`config.mk`:
```
export PLATFORM = sky130hd
export DESIGN_NAME = priority_req_sequencer
export DESIGN_NICKNAME = d
export VERILOG_FILES = /design/src/rtl/priority_req_sequencer_pkg.sv /design/src/rtl/priority_encode_comb.sv /design/src/rtl/priority_req_sequencer.sv
export SDC_FILE = /design/constraint.sdc
export NUM_CORES = 1
export LEC_CHECK = 0
export CORE_UTILIZATION = 49
export CTS_BUF_LIST = sky130_fd_sc_hd__clkbuf_8
export CTS_CLUSTER_DIAMETER = 50
export CTS_CLUSTER_SIZE = 10
export DETAILED_ROUTE_END_ITERATION = 10
export PLACE_DENSITY = 0.81
export SYNTH_ARGS = -nofsm -noshare
export SYNTH_HDL_FRONTEND = slang
export SYNTH_SLANG_ARGS = --single-unit
```
`constraint.sdc`:
```
create_clock -name clock -period 3.2 [get_ports clock]
set_clock_uncertainty 0.1 [all_clocks]
set_input_delay 0.32 -clock clock [delete_from_list [all_inputs] [get_ports clock]]
set_output_delay 0.32 -clock clock [all_outputs]
set_load 0.005 [all_outputs]
```
`src/rtl/priority_req_sequencer_pkg.sv`:
```
// Shared types and constants for the priority request sequencer.
// The state encoding is one-hot and matches the existing FSM snippets.
package pri_seq_pkg;

   typedef enum logic [2:0] {
      READY = 3'b001,
      SET   = 3'b010,
      GO    = 3'b100
   } states_t;

   localparam int CODE_NONE = 0;

endpackage

```
`src/rtl/priority_encode_comb.sv`:
```
// Combinational priority encoder: highest set bit of vec wins.
// It returns the bit index + 1 and the one-hot of the winner, or 0/0 when vec is empty.
module priority_encode_comb #(
   parameter int N      = 4,
   parameter int CODE_W = 8
) (
   input  logic [N-1:0]      vec,
   output logic [CODE_W-1:0] code,
   output logic [N-1:0]      onehot
);

   always_comb begin
      code   = '0;
      onehot = '0;
      // Ascending scan: the last hit is the highest index, so it takes priority.
      for (int i = 0; i < N; i++) begin
         if (vec[i]) begin
            code      = CODE_W'(i + 1);
            onehot    = '0;
            onehot[i] = 1'b1;
         end
      end
   end

endmodule

```
`src/rtl/priority_req_sequencer.sv`:
```
// Sticky request capture with a READY/SET/GO handshake that issues one encoded
// request code per grant, plus a saturating counter of requests lost to already-pending bits.
module priority_req_sequencer
   import pri_seq_pkg::*;
#(
   parameter int N      = 4,
   parameter int CODE_W = 8,
   parameter int DROP_W = 8
) (
   input  logic              clock,
   input  logic              reset,
   input  logic [N-1:0]      req,
   input  logic              out_ready,
   output logic              out_valid,
   output logic [CODE_W-1:0] out_code,
   output logic [N-1:0]      pending,
   output logic              busy,
   output logic [DROP_W-1:0] drop_count
);

   logic [2:0]        state_p0;
   logic [2:0]        state_d;
   logic [N-1:0]      sel_p0;
   logic [CODE_W-1:0] code_p0;
   logic [N-1:0]      clr_mask;
   logic [N-1:0]      drop_bits;
   logic [N-1:0]      enc_onehot;
   logic [CODE_W-1:0] enc_code;

   function automatic logic [4:0] popcount(input logic [N-1:0] v);
      logic [4:0] c;
      c = '0;
      for (int i = 0; i < N; i++) begin
         c = c + 5'(v[i]);
      end
      return c;
   endfunction

   function automatic logic [DROP_W-1:0] sat_add(input logic [DROP_W-1:0] a,
                                                 input logic [4:0]        b);
      logic [DROP_W+4:0] s;
      s = (DROP_W+5)'(a) + (DROP_W+5)'(b);
      if (s > (DROP_W+5)'({DROP_W{1'b1}})) begin
         return {DROP_W{1'b1}};
      end
      return s[DROP_W-1:0];
   endfunction

   priority_encode_comb #(
      .N      (N),
      .CODE_W (CODE_W)
   ) u_enc (
      .vec    (pending),
      .code   (enc_code),
      .onehot (enc_onehot)
   );

   // A request landing on the bit being retired is not a drop: it re-arms the bit.
   always_comb begin
      clr_mask  = (state_p0 == GO) ? sel_p0 : '0;
      drop_bits = req & pending & ~clr_mask;
   end

   always_comb begin
      state_d = READY;
      case (state_p0)
         READY:   state_d = (|pending) ? SET : READY;
         SET:     state_d = out_ready ? GO : SET;
         GO:      state_d = READY;
         default: state_d = READY;
      endcase
   end

   // Stage p0: control state, sticky pending bits and drop counter
   always_ff @(posedge clock) begin
      if (reset) begin
         state_p0   <= READY;
         pending    <= '0;
         drop_count <= '0;
      end else begin
         state_p0   <= state_d;
         pending    <= (pending & ~clr_mask) | req;
         drop_count <= sat_add(drop_count, popcount(drop_bits));
      end
   end

   // Selection is captured once on leaving READY and frozen until retired.
   always_ff @(posedge clock) begin
      if ((state_p0 == READY) && (|pending)) begin
         sel_p0  <= enc_onehot;
         code_p0 <= enc_code;
      end
   end

   always_comb begin
      out_valid = (state_p0 == SET);
      busy      = (state_p0 != READY);
      out_code  = out_valid ? code_p0 : CODE_W'(CODE_NONE);
   end

endmodule

```
==> summary.log <==
INFO  run_status     status=finished, final reports clean
INFO  routing        remaining_drc_errors=0
INFO  routing        drtIter0Drc=8
INFO  timing         timing.final.max_slew_violations=0
INFO  synthesis      synth.avg_cell_area=9.52um2
INFO  worst_setup_path cpPeakStageDelay=0.46ns
INFO  synthesis      synth.cell_area=1060um2
INFO  cts            hold_fix_buffer_count_after_cts=0
INFO  cts            cts_inserted_buffers=3
INFO  cts            clock_insertion_delay_worst_skew=0.25ns
INFO  timing         max-slew-margin-rel=0.612
INFO  worst_setup_path setup.worst_path.start_class=flip-flop
INFO  grt            grt_first_pass_wirelength=3630um
INFO  grt            first_global_vias=822
INFO  timing         tightestPinTransition=0.580ns
INFO  worst_setup_path worst-setup-path-type=flip-flop to flip-flop
INFO  worst_setup_path worst-path-max-fanout=5
INFO  synthesis      synth_most_common_cell=sky130_fd_sc_hd__dfxtp_1
INFO  timing         setup_viol=0
INFO  timing         max_clock_freq=328MHz
INFO  cells_and_area number_of_diodes=0
INFO  die            die-area=2350um2
INFO  die            die_h=48.5um
INFO  routing        drt_wl_total=2120um
INFO  cts            ctsRootBufferMaster=sky130_fd_sc_hd__clkbuf_8
INFO  power_and_ir_drop switchingPower=0.166mW
INFO  power_and_ir_drop power.share.sequential=0.521
INFO  synthesis      synth_top_area_frac=0.284
INFO  placement      dpl.hpwl=1570um
INFO  die            num_rows=16
INFO  power_and_ir_drop p_int=0.470mW
INFO  placement      post-place-ws=-0.0143ns
INFO  worst_hold_path min_delay_worst_endpoint=pending[0]$_SDFF_PP0_
INFO  synthesis      synth_edf_count=6
INFO  power_and_ir_drop report.power.total=0.636mW
INFO  worst_setup_path critical_path_arrival=3.12ns
INFO  routing        dr_total_vias=851
INFO  worst_setup_path rr_endpoint=drop_count[0]$_SDFF_PP0_
INFO  worst_setup_path cp_data_required_time=3.28ns
INFO  routing        drt-pass1-iter-count=3
INFO  timing         finalWorstSetupSlack=0.156ns
INFO  grt            total_grt_overflow=0
INFO  worst_setup_path family_with_the_most_delay_on_the_worst_path=adder cells
INFO  power_and_ir_drop power.switching_fraction=0.261
INFO  synthesis      synth.lib_cells_used.distinct=37
INFO  job            cap_violations=0
INFO  cts            ctsHtreeMaxLevel=1
INFO  grt            grt_max_degree=19
INFO  cells_and_area design.final.nets=148
INFO  die            initial_core_util=0.528
INFO  worst_setup_path reg2reg_setup_slack=0.16ns
INFO  placement      placement.io_buffers=23
INFO  synthesis      yosys_register_bits=21
INFO  synthesis      top_cells_by_instance_count_after_synthesis=sky130_fd_sc_hd__dfxtp_1, sky130_fd_sc_hd__inv_1, sky130_fd_sc_hd__a21oi_1
INFO  worst_setup_path worst-r2r-cell-count=10
INFO  timing         period_minus_slack=3.04ns
INFO  power_and_ir_drop power-per-cell-area=466nW/um2
INFO  synthesis      synth_sequential_area_ratio=0.454
INFO  routing        ant_nets=0
INFO  worst_setup_path cp-end-kind=flip-flop
INFO  timing         finalHoldViolCount=0
INFO  die            core=2000um2
INFO  power_and_ir_drop power.clock.fraction=0.262
INFO  synthesis      synth-warning-count=0
INFO  worst_hold_path hold_path_depth=2
INFO  routing        wl_per_cell=13.0um
INFO  worst_setup_path crit_path_frequent_cell=sky130_fd_sc_hd__fa_2
INFO  routing        via_per_inst=5.22
INFO  cts            cts_max_path_buffers=2
INFO  cells_and_area fillerInstances=170
INFO  cts            tritoncts_sinks=21
INFO  grt            grt_use_total=0.197
INFO  placement      globalplace.congestion=0.758
INFO  worst_setup_path worst-path-buf-inv=1
INFO  worst_hold_path timing.hold.worst.class=flip-flop to flip-flop
INFO  synthesis      ys.flop_type=sky130_fd_sc_hd__dfxtp_1
INFO  worst_hold_path min_from=pending[0]$_SDFF_PP0_
INFO  cells_and_area finalCoreUtilization=0.682
INFO  grt            grt_antenna_before_repair=0
INFO  worst_setup_path regToRegStartpoint=state_p0[1]$_SDFF_PP0_
INFO  power_and_ir_drop power.combinational.fraction=0.217
INFO  cells_and_area area_growth_syn_to_layout=29.1%
INFO  cts            tritoncts=built
INFO  cells_and_area final_layout_size_suffix_gt1_frac=0.118
INFO  die            die-width=48.5um
INFO  power_and_ir_drop irDropWorstVdd=0.365mV
INFO  worst_setup_path critical_path.slowest_cell=sky130_fd_sc_hd__fa_1
INFO  cts            cts.reportedPaths.clkPinSlew=0.07ns
INFO  synthesis      async_reset_ff_frac=0
INFO  synthesis      synthCells=111
INFO  timing         final_min_period_over_clock_period=0.951
INFO  synthesis      synth_top_cells_by_area=sky130_fd_sc_hd__dfxtp_1, sky130_fd_sc_hd__edfxtp_1, sky130_fd_sc_hd__fa_1
INFO  timing         unrepaired_setup_endpoints_after_global_routing=no
INFO  power_and_ir_drop total_leakage_power=0.540nW
INFO  synthesis      largest_area_contributor_in_the_netlist=sky130_fd_sc_hd__dfxtp_1
INFO  worst_setup_path critical_path_cell_by_cell=or3b_4, o21ai_2, or2_1, fa_1, fa_2, inv_1, fa_2, nand3_1, or2_2, a21oi_1
INFO  die            ioPinCount=29
-- registers in the layout, indices dropped and copies added, names as in the netlist --
signal      flops
drop_count      8
sel_p0          4
state_p0        3
code_p0         2
pending         4
-- worst register-to-register path: cells and delay by family, from the launching register on --
kind            cells  cell delay [ns]
compound gates      2             0.30
fa+ha+maj           3             1.11
buf+inv             1             0.09
flops               1             0.34
simple gates        4             1.03
-- power groups by stage --
stage               registers (mW)  logic (mW)  clock network, mW
floorplan                    0.333      0.0748                  0
global placement             0.335       0.126                  0
detailed placement           0.337       0.128                  0
CTS                          0.331       0.130              0.170
global route                 0.337       0.154              0.183
finish                       0.332       0.138              0.167
-- cell families after synthesis --
family,synth area share
buf+inv,0.0923
flops,0.454
fa+ha+maj,0.0686
compound gates,0.150
other cells,0.00355
simple gates,0.231
-- how the worst max path moves through the flow --
stage,start,endpoint,slack [ns],cells past startpoint
after floorplan,state_p0[2]$_SDFF_PP0_,drop_count[3]$_SDFF_PP0_,0.28,10
after global placement,state_p0[2]$_SDFF_PP0_,drop_count[0]$_SDFF_PP0_,0.12,10
after detailed placement,state_p0[2]$_SDFF_PP0_,drop_count[1]$_SDFF_PP0_,-0.01,10
after CTS,state_p0[2]$_SDFF_PP0_,drop_count[1]$_SDFF_PP0_,0.02,10
after global routing,state_p0[1]$_SDFF_PP0_,drop_count[0]$_SDFF_PP0_,0.03,10
final,state_p0[1]$_SDFF_PP0_,drop_count[0]$_SDFF_PP0_,0.16,10
-- per-layer routing --
layer | up-vias | wire length [um] | track usage | share of wire
li1 | 427 | - | - | -
met1 | 404 | 929 | 0.238 | 0.44
met2 | 18 | 1110 | 0.366 | 0.52
met3 | 2 | 63 | 0.0189 | 0.030
met4 | 0 | 12 | 0.0588 | 0.0057
met5 | - | 0 | 0 | 0
-- final cells by class --
class	count	area, um2	area share
inverters	14	52.6	0.0385
multi-input cells	73	513	0.376
repair buffers	24	238	0.174
clock inverters	1	5.00	0.00367
flip-flops and latches	21	482	0.353
well taps	27	33.8	0.0247
clock buffers	3	41.3	0.0302
-- placed cells by master, fill, tap and decap left out, types with 2 or more instances in the layout --
master	count
sky130_fd_sc_hd__conb_1	5
sky130_fd_sc_hd__nor3_1	3
sky130_fd_sc_hd__clkdlybuf4s50_1	23
sky130_fd_sc_hd__nand2b_1	2
sky130_fd_sc_hd__nor4b_1	2
sky130_fd_sc_hd__o211ai_1	5
sky130_fd_sc_hd__o21ai_2	2
sky130_fd_sc_hd__and2_1	3
sky130_fd_sc_hd__nand2_1	2
sky130_fd_sc_hd__edfxtp_1	6
sky130_fd_sc_hd__and3_1	2
sky130_fd_sc_hd__or3b_4	2
sky130_fd_sc_hd__inv_1	14
sky130_fd_sc_hd__or2_1	4
sky130_fd_sc_hd__o21ai_0	2
sky130_fd_sc_hd__nor2b_1	3
sky130_fd_sc_hd__o21a_1	2
sky130_fd_sc_hd__fa_2	2
sky130_fd_sc_hd__dfxtp_1	14
sky130_fd_sc_hd__clkbuf_8	3
sky130_fd_sc_hd__o21bai_1	2
sky130_fd_sc_hd__a21oi_1	7
sky130_fd_sc_hd__a31oi_1	2
sky130_fd_sc_hd__nor2_1	6
-- stage by stage --
step	std cells	TNS, ns	hold slack, ns	area, um2
final	163	0	0.457	1370
after global routing	163	0	0.481	1370
after CTS	162	0	0.465	1340
after detailed placement	158	-0.0245	0.435	1290
after global placement	158	0	0.433	1290
after floorplan	115	0	0.363	1070
-- repair_timing --
| action | 4_1_cts | 5_1_grt |
|---|---|---|
| pin swaps | 0 | 1 |
| resized for setup | 2 | 7 |
| setup endpoints to repair | 4 | 5 |
| buffers inserted | 0 | 1 |
Power figures use the tool's default switching activity.
